[src/rtl/z80_mem_arbiter.sv]
// z80_mem_arbiter
//   Shares one synchronous single-port RAM (1-cycle read latency) between the
//   z80 core and a video fetch requester. The core has no wait input, so it is
//   stalled through its clock enable. A three-state scheduler (CPU address
//   phase, CPU data phase, video grant) interleaves one CPU access with up to
//   VID_BURST video reads, so neither side starves.
//
// Ports
//   clock, reset            : system clock, async active-high reset
//   cpu_address/we/o_data   : z80 bus request
//   cpu_i_data              : read data to z80 (held stable outside data phase)
//   cpu_ce                  : z80 clock enable
//   vid_req/vid_address     : video read request (level) and address
//   vid_gnt                 : combinational, video access issued this cycle
//   vid_ack/vid_data        : video read data valid one cycle after its grant
//   mem_address/we/wdata    : RAM request
//   mem_rdata               : RAM read data, one cycle after address
module z80_mem_arbiter #(
    parameter int ADDR_W    = 16,
    parameter int VID_BURST = 4
) (
    input  logic              clock,
    input  logic              reset,
    input  logic [ADDR_W-1:0] cpu_address,
    input  logic              cpu_we,
    input  logic [7:0]        cpu_o_data,
    output logic [7:0]        cpu_i_data,
    output logic              cpu_ce,
    input  logic              vid_req,
    input  logic [ADDR_W-1:0] vid_address,
    output logic              vid_gnt,
    output logic              vid_ack,
    output logic [7:0]        vid_data,
    output logic [ADDR_W-1:0] mem_address,
    output logic              mem_we,
    output logic [7:0]        mem_wdata,
    input  logic [7:0]        mem_rdata
);

    localparam int CNT_W = (VID_BURST > 1) ? $clog2(VID_BURST) : 1;
    localparam logic [CNT_W-1:0] CNT_LAST = CNT_W'(VID_BURST - 1);

    typedef enum logic [1:0] {
        S_CPU_A = 2'd0,
        S_CPU_D = 2'd1,
        S_VID   = 2'd2
    } state_t;

    state_t           state_q, state_d;
    logic [CNT_W-1:0] cnt_q, cnt_d;
    logic [7:0]       hold_q, hold_d;
    logic             vid_ack_q, vid_ack_d;

    // State register
    always_ff @(posedge clock or posedge reset) begin
        if (reset) begin
            state_q   <= S_CPU_A;
            cnt_q     <= '0;
            hold_q    <= '0;
            vid_ack_q <= 1'b0;
        end else begin
            state_q   <= state_d;
            cnt_q     <= cnt_d;
            hold_q    <= hold_d;
            vid_ack_q <= vid_ack_d;
        end
    end

    // Next-state logic
    always_comb begin
        state_d   = S_CPU_A;
        cnt_d     = cnt_q;
        hold_d    = hold_q;
        vid_ack_d = vid_gnt;
        unique case (state_q)
            S_CPU_A: state_d = S_CPU_D;
            S_CPU_D: begin
                // Capture the read so the core sees stable data while stalled.
                hold_d = mem_rdata;
                if (vid_req) begin
                    state_d = S_VID;
                    cnt_d   = '0;
                end
            end
            S_VID: begin
                // Counter only advances while the burst continues, so it never
                // exceeds VID_BURST-1 and needs no extra bit.
                if (vid_req && (cnt_q < CNT_LAST)) begin
                    state_d = S_VID;
                    cnt_d   = cnt_q + 1'b1;
                end
            end
            default: state_d = S_CPU_A;
        endcase
    end

    // Output logic
    always_comb begin
        mem_address = (state_q == S_VID) ? vid_address : cpu_address;
        mem_wdata   = cpu_o_data;
        mem_we      = (state_q == S_CPU_A) && cpu_we && !reset;
        cpu_ce      = (state_q == S_CPU_D) && !reset;
        vid_gnt     = (state_q == S_VID) && vid_req && !reset;
        cpu_i_data  = (state_q == S_CPU_D) ? mem_rdata : hold_q;
        vid_ack     = vid_ack_q;
        vid_data    = mem_rdata;
    end

endmodule

[config.mk]
export PLATFORM = sky130hd
export DESIGN_NAME = z80_mem_arbiter
export DESIGN_NICKNAME = d
export VERILOG_FILES = /design/src/rtl/z80_mem_arbiter.sv
export SDC_FILE = /design/constraint.sdc
export NUM_CORES = 1
export LEC_CHECK = 0
export BUFFER_PORTS_ARGS = -buffer_cell sky130_fd_sc_hd__buf_2
export CORE_MARGIN = 5
export CORE_UTILIZATION = 37
export CTS_CLUSTER_DIAMETER = 200
export DETAILED_ROUTE_END_ITERATION = 7
export GPL_TIMING_DRIVEN = 0
export MAX_ROUTING_LAYER = met4
export PLACE_DENSITY = 0.91
export SYNTH_ARGS = -nofsm -noshare
export SYNTH_HDL_FRONTEND = slang
export SYNTH_SLANG_ARGS = --single-unit
[constraint.sdc]
create_clock -name clock -period 2.25 [get_ports clock]
set_input_delay 0.45 -clock clock [delete_from_list [all_inputs] [get_ports clock]]
set_output_delay 0.45 -clock clock [all_outputs]
set_load 0.005 [all_outputs]
==> results by group, run 1 <==
Synthesis
  • Seq/Total Area, Yosys: 35.9%
  • Ys async rst share: 100%
  • Largest area contributor in the netlist: dfrtp_1
  • Flops & latches, synth: 13
  • Mapped cell area: 906 µm²
  • Syn avg cell area: 12.2 µm²
  • Mapped Cells: 74
  • Post-synth top cells: buf_4, mux2_2, dfrtp_1, mux2_4, nor2_1
  • Yosys cell types: 20
  • Yosys warnings: 0
  • Syn_nets: 127
  • Area contributors post-synth: dfrtp_1, mux2_2, mux2_4, buf_4, buf_12
  • Count leader, synth: buf_4
  • Post-synth EDFFs: 0
  • Post-synth top area share: 35.9%
  • Top FF cell, synth: dfrtp_1

Power
  • P_leak: 0.820 nW
  • Sw Share: 33.0%
  • Seq pwr share: 31.8%
  • Logic pwr share: 57.1%
  • Max VDD drop: 0.000578 V
  • Power Internal: 849 µW
  • Pwr dens: 901 nW/µm²
  • Clock network fraction of total power: 11.1%
  • Switch Pwr: 418 µW

Drt
  • Initial DRC Count: 5
  • DRT antenna net count: 0
  • Mean number of vias per cell: 4.65
  • # DRC: 0
  • DR vias: 907
  • Wire per inst: 13.0 µm
  • DRT Pass-1 Iters: 2
  • WL final: 2540 µm

GRT
  • First-pass GRT wire length: 3840 µm
  • Grt ovf: 0
  • Total track usage: 14.8%
  • Initial antenna violation count: 0
  • Pin count of the biggest net entering global routing: 15
  • Vias in the first global route: 936

Timing
  • Max Freq: 484 MHz
  • Fin Clk Skew: 0.00564 ns
  • Slew margin rel.: 66.4%
  • Setup-failing EPs final: 0
  • Sum Neg Setup Slack: 0 ns
  • Worst slew pin tran: 0.503 ns
  • Final hold viol count: 0
  • Max-slew violations: 0
  • Hold_ws: 0.210 ns
  • RSZ-0062 raised after global routing: false
  • Period minus WS final: 2.07 ns
  • Final setup margin: 0.185 ns
  • Period utilisation layout: 91.8%

Clocking
  • Post-CTS Setup Inserts: 0
  • Clk root buf: clkbuf_4
  • # resized after CTS: 0
  • Clock buffer depth: 2
  • Clock-pin slew on the worst setup and hold paths: 0.08 ns
  • CTS tree: yes
  • Clock sinks: 13
  • Clock latency on the worst-skew pair: 0.28 ns
  • Hold bufs inserted after CTS: 0
  • Htree depth: 1
  • Total CTS buffers: 3

Critical path
  • Worst reg2reg startpoint: state_q[1]
  • Worst R2R Setup Slack: 0.95 ns
  • Critical Path Start: state_q[0]
  • CP Launch Type: flop
  • Critical Path Fanout Max: 10
  • CP arrival: 1.62 ns
  • Req. time, crit path: 1.80 ns
  • R2R depth: 3
  • RR Endpoint: hold_q[4]
  • Crit Path Class: reg2out
  • Crit path to: mem_address[7]
  • Critical Path End Type: output port

Finish
  • Fillers: 220
  • Antenna cells: 0
  • Final net count: 219
  • Area Overhead vs Synth: 55.1%
  • Fraction of layout cells with a size suffix above 1: 81.2%
  • Final core occ: 58.3%
  • Area of the multi-input gates: 420 µm²
  • FF/Latch Area: 325 µm²
  • Finished Cell Area: 1410 µm²

Hold path
  • Worst min path class: in2async

Floorplanning
  • Starting density of the core: 37.6%
  • Core area: 2410 µm²
  • I/O pins: 96
  • Die area: 3540 µm²
  • Die Width: 59.5 µm
  • Die Y: 59.5 µm
  • Num rows: 18

Run status
  • Run status: complete, no violations

Place
  • Gpl congestion: 0.683
  • Cell Area, Placed: 1380 µm²
  • I/O Buffers: 87
  • Pre-CTS setup slack: 0.481 ns
  • Hpwl dp: 2240 µm

Job
  • Number of max-cap violations: 0
## worst min-delay path by stage
| stage | from | endpoint | slack (ns) | cells after the start |
|---|---|---|---|---|
| CTS | reset | hold_q[1] | 0.23 | 2 |
| global route | reset | hold_q[1] | 0.23 | 2 |
| floorplan | reset | cnt_q[0] | 0.33 | 1 |
| finish | reset | hold_q[1] | 0.21 | 2 |
| detailed placement | hold_q[1] | hold_q[1] | 0.48 | 1 |
| global placement | hold_q[4] | hold_q[4] | 0.47 | 1 |
## power by group through the flow
stage,Clock [mW],Sequential [mW],Combinational (mW)
global route,0.161,0.421,0.798
detailed placement,0,0.407,0.733
global placement,0,0.400,0.718
floorplan,0,0.388,0.477
finish,0.140,0.403,0.723
CTS,0.145,0.403,0.738
## layout by cell type, fill, tap and decap left out, types with 2 or more instances in the layout
cell type and count:
buf_2 88, buf_4 16, mux2_2 15, dfrtp_1 13
mux2_4 9, nor2_1 3, clkbuf_4 3, nand2b_1 2
nor2b_1 2, a22o_1 2
## worst max-delay path: stages (launching register included)
cell and delay, ns:
dfrtp_1 0.44, nand2b_1 0.18, buf_6 0.15, buf_12 0.15
mux2_4 0.30, buf_2 0.13
## registers in the layout, summed over array words and instances (netlist names)
register and cells:
state_q 2, vid_ack 1, hold_q 8, cnt_q 2
## kinds of logic (layout without fill, tap and decap cells)
| family | after synthesis | after routing | synth area share (%) |
|---|---|---|---|
| mux | 24 | 24 | 33.6 |
| buf+inv | 20 | 111 | 17.7 |
| flops | 13 | 13 | 35.9 |
| simple gates | 10 | 10 | 5.94 |
| compound gates | 6 | 6 | 5.53 |
| fa+ha+maj | 1 | 1 | 1.38 |
## routing by layer
layer	vias up	global-route usage [%]	routed length [µm]
met3	4	4.14	428
met4	0	5.83	39
met1	411	15.1	842
met5	-	-	0
li1	427	-	-
met2	65	26.4	1230
## layout make-up
class | instances | area share [%]
timing repair buffer | 87 | 31.0
multi-input combinational | 41 | 29.9
inverter | 1 | 0.267
buffer | 19 | 11.1
clock buffer | 4 | 1.87
tap | 30 | 2.67
sequential | 13 | 23.2
## metrics by stage
step	std cells	power, mW
global placement	191	1.12
detailed placement	191	1.14
finish	195	1.27
floorplan	74	0.865
CTS	195	1.29
global route	195	1.38
No activity file was read; power rests on OpenSTA's default activity.
==> run 2, diff against run 1 <==
--- a/config.mk
+++ b/config.mk
@@ -7,12 +7,12 @@
 export LEC_CHECK = 0
 export BUFFER_PORTS_ARGS = -buffer_cell sky130_fd_sc_hd__buf_2
 export CORE_MARGIN = 5
-export CORE_UTILIZATION = 37
+export CORE_UTILIZATION = 34
 export CTS_CLUSTER_DIAMETER = 200
 export DETAILED_ROUTE_END_ITERATION = 7
 export GPL_TIMING_DRIVEN = 0
 export MAX_ROUTING_LAYER = met4
-export PLACE_DENSITY = 0.91
+export PLACE_DENSITY = 0.85
 export SYNTH_ARGS = -nofsm -noshare
 export SYNTH_HDL_FRONTEND = slang
 export SYNTH_SLANG_ARGS = --single-unit
==> constraint.sdc (replaced) <==
create_clock -name clock -period 2.13 [get_ports clock]
set_input_delay 0.426 -clock clock [delete_from_list [all_inputs] [get_ports clock]]
set_output_delay 0.426 -clock clock [all_outputs]
set_load 0.005 [all_outputs]
==> run 2 against run 1 <==
Net effect:
- count of clock-buffer cells in the layout did not move
- die area rose by 7.3%
- via count fell by 4.3%
- sequential power rose by 5.7%
- sequential share of layout area fell by 0.082 points
- non-clock buffer count did not move
- global-route usage fell by 2.0 points
- final cell count did not move
- core utilization fell by 2.4 points
- flip-flop and latch count did not move
- combinational power rose by 7.7%
- clock power rose by 5%
- critical path type unchanged
- critical endpoint is now mem_address[14]
==> results by group, run 2 (synthesized netlist as in run 1, its figures left out) <==
Timing
  • Final setup margin: 0.0924 ns (-0.0925 ns)
  • Period minus WS final: 2.04 ns
  • Setup-failing EPs final: 0 (unchanged)
  • Max Freq: 491 MHz
  • Fin Clk Skew: 0.00189 ns (-0.00375 ns)
  • Worst slew pin tran: 0.492 ns (-0.0112 ns)
  • Sum Neg Setup Slack: 0 ns (unchanged)
  • Max-slew violations: 0 (unchanged)
  • Period utilisation layout: 95.7%
  • Final hold viol count: 0 (unchanged)
  • Slew margin rel.: 67.2% (+0.74 points)
  • RSZ-0062 raised after global routing: false

Clocking
  • Clock-pin slew on the worst setup and hold paths: 0.07 ns (about the same)
  • Total CTS buffers: 3 (unchanged)
  • Htree depth: 1 (unchanged)
  • Post-CTS Setup Inserts: 0 (unchanged)
  • Clk root buf: clkbuf_4
  • Clock sinks: 13 (unchanged)
  • Clock latency on the worst-skew pair: 0.27 ns (about the same)
  • CTS tree: yes
  • Hold bufs inserted after CTS: 0 (unchanged)
  • Clock buffer depth: 2 (unchanged)
  • # resized after CTS: 0 (unchanged)

Power
  • Pwr dens: 959 nW/µm² (+6.3%)
  • Power Internal: 898 µW (+5.8%)
  • Switch Pwr: 454 µW (+8.7%)
  • Sw Share: 33.6% (+0.60 points)
  • Final Total Pwr: 1.35 mW (+6.7%)
  • Logic pwr share: 57.6% (+0.5 points)
  • Seq pwr share: 31.5% (-0.3 points)
  • Clock network fraction of total power: 10.9% (-0.2 points)
  • P_leak: 0.821 nW (+0.16%)
  • Max VDD drop: 0.000706 V (+22%)

Floorplanning
  • I/O pins: 96 (unchanged)
  • Die area: 3800 µm² (+7.3%)
  • Die Width: 61.6 µm (+3.6%)
  • Die Y: 61.6 µm (+3.6%)
  • Num rows: 18 (unchanged)
  • Starting density of the core: 35.9% (-1.7 points)
  • Core area: 2520 µm² (+4.7%)

GRT
  • Total track usage: 12.8% (-2.0 points)
  • Met3 Use GR: 2.94% (-1.2 points)
  • Vias in the first global route: 884 (-5.6%)
  • GR Util met2: 22.6% (-3.8 points)
  • Gr busiest metal: met2
  • Global-route track usage on met1: 13.7% (-1.4 points)
  • Grt ovf: 0 (unchanged)
  • Pin count of the biggest net entering global routing: 15 (unchanged)
  • First-pass GRT wire length: 3570 µm (-7.0%)
  • Initial antenna violation count: 0 (unchanged)

Critical path
  • Crit Path Class: reg2out
  • CP peak stage delay: 0.44 ns (about the same)
  • CP Launch Type: flop
  • Critical path's slowest cell: dfrtp_1
  • Critical Path End Type: output port
  • CP arrival: 1.61 ns (about the same)
  • Req. time, crit path: 1.70 ns (-0.10 ns)
  • Critical Path Fanout Max: 10 (unchanged)
  • Worst path cell trace: nand2b_1 -> buf_6 -> buf_12 -> mux2_4 -> buf_2
  • Worst R2R Setup Slack: 0.80 ns (-0.15 ns)

Hold path
  • Worst min path class: in2async

Drt
  • Mean number of vias per cell: 4.45 (-4.3%)
  • WL final: 2600 µm (+2.3%)
  • DR vias: 868 (-4.3%)
  • Wire per inst: 13.3 µm (+2.3%)
  • # DRC: 0 (unchanged)
  • Initial DRC Count: 10 (+5)
  • DRT Pass-1 Iters: 4 (+2)
  • DRT antenna net count: 0 (unchanged)

Run status
  • Run status: complete, no violations

Finish
  • Biggest regs: hold_q (8), cnt_q (2), state_q (2)
  • Fillers: 224 (+1.8%)
  • Max reg flops: 8 (unchanged)
  • Most frequent cells in the layout: buf_2, buf_4, mux2_2, dfrtp_1, mux2_4
  • Fraction of layout cells with a size suffix above 1: 81.8% (+0.61 points)
  • Biggest register: hold_q
  • Leading cell type in the layout, fill and taps excluded: buf_2
  • Antenna cells: 0 (unchanged)
  • Final net count: 219 (unchanged)
  • Area Overhead vs Synth: 55.7%

Job
  • Number of max-cap violations: 0 (unchanged)

Place
  • Gpl congestion: 0.651 (-4.6%)
  • I/O Buffers: 87 (unchanged)
  • Pre-CTS setup slack: 0.386 ns (-0.0942 ns)
  • Hpwl dp: 2230 µm (-0.33%)
## run 2: cell counts in the layout (fill, tap and decap cells not counted)
No cell type changed its count.
## run 2: stage by stage
stage	std cells	utilization, %	area, µm²	hold WS, ns
finish	195	55.9	1410	0.203
detailed placement	191	54.7	1380	0.483
global placement	191	54.7	1380	0.475
CTS	195	55.7	1410	0.204
global route	195	55.9	1410	0.228
floorplan	74	-	906	0.308
## run 2: worst paths after layout
path | from | end | depth (start not counted)
max | state_q[0] | mem_address[14] | 5
min | reset | hold_q[7] | 2
max reg2reg | state_q[1] | hold_q[4] | 3
min reg2reg | hold_q[5] | hold_q[5] | 1
max in group asynchronous | reset | hold_q[4] | 2
min in group clock | reset | vid_ack | 2
## run 2: worst max-delay path: cells and delay by family, from the launching register on
family        cells  cell delay (ns)
simple gates      1             0.18
mux               1             0.29
buf+inv           3             0.43
flops             1             0.44
## run 2: layout make-up
class | count | area [µm²] | share of cell area (%)
timing repair buffer | 87 | 435 | 30.9
multi-input combinational | 41 | 425 | 30.2
sequential | 13 | 325 | 23.1
buffer | 19 | 156 | 11.1
tap | 30 | 37.5 | 2.66
clock buffer | 4 | 26.3 | 1.86
inverter | 1 | 3.75 | 0.266
## run 2: power by group through the flow
stage	registers [mW]	logic, mW	clock network (mW)
6_report	0.426	0.779	0.147
5_1_grt	0.441	0.847	0.168
4_1_cts	0.426	0.791	0.154
3_5_place_dp	0.431	0.786	0
3_3_place_gp	0.419	0.756	0
2_1_floorplan	0.410	0.504	0
## run 2: per-layer routing
layer	share of wire (%)	vias to the layer above
met2	47	71
met5	0	-
met3	18	2
met1	35	370
met4	0.54	0
li1	-	425
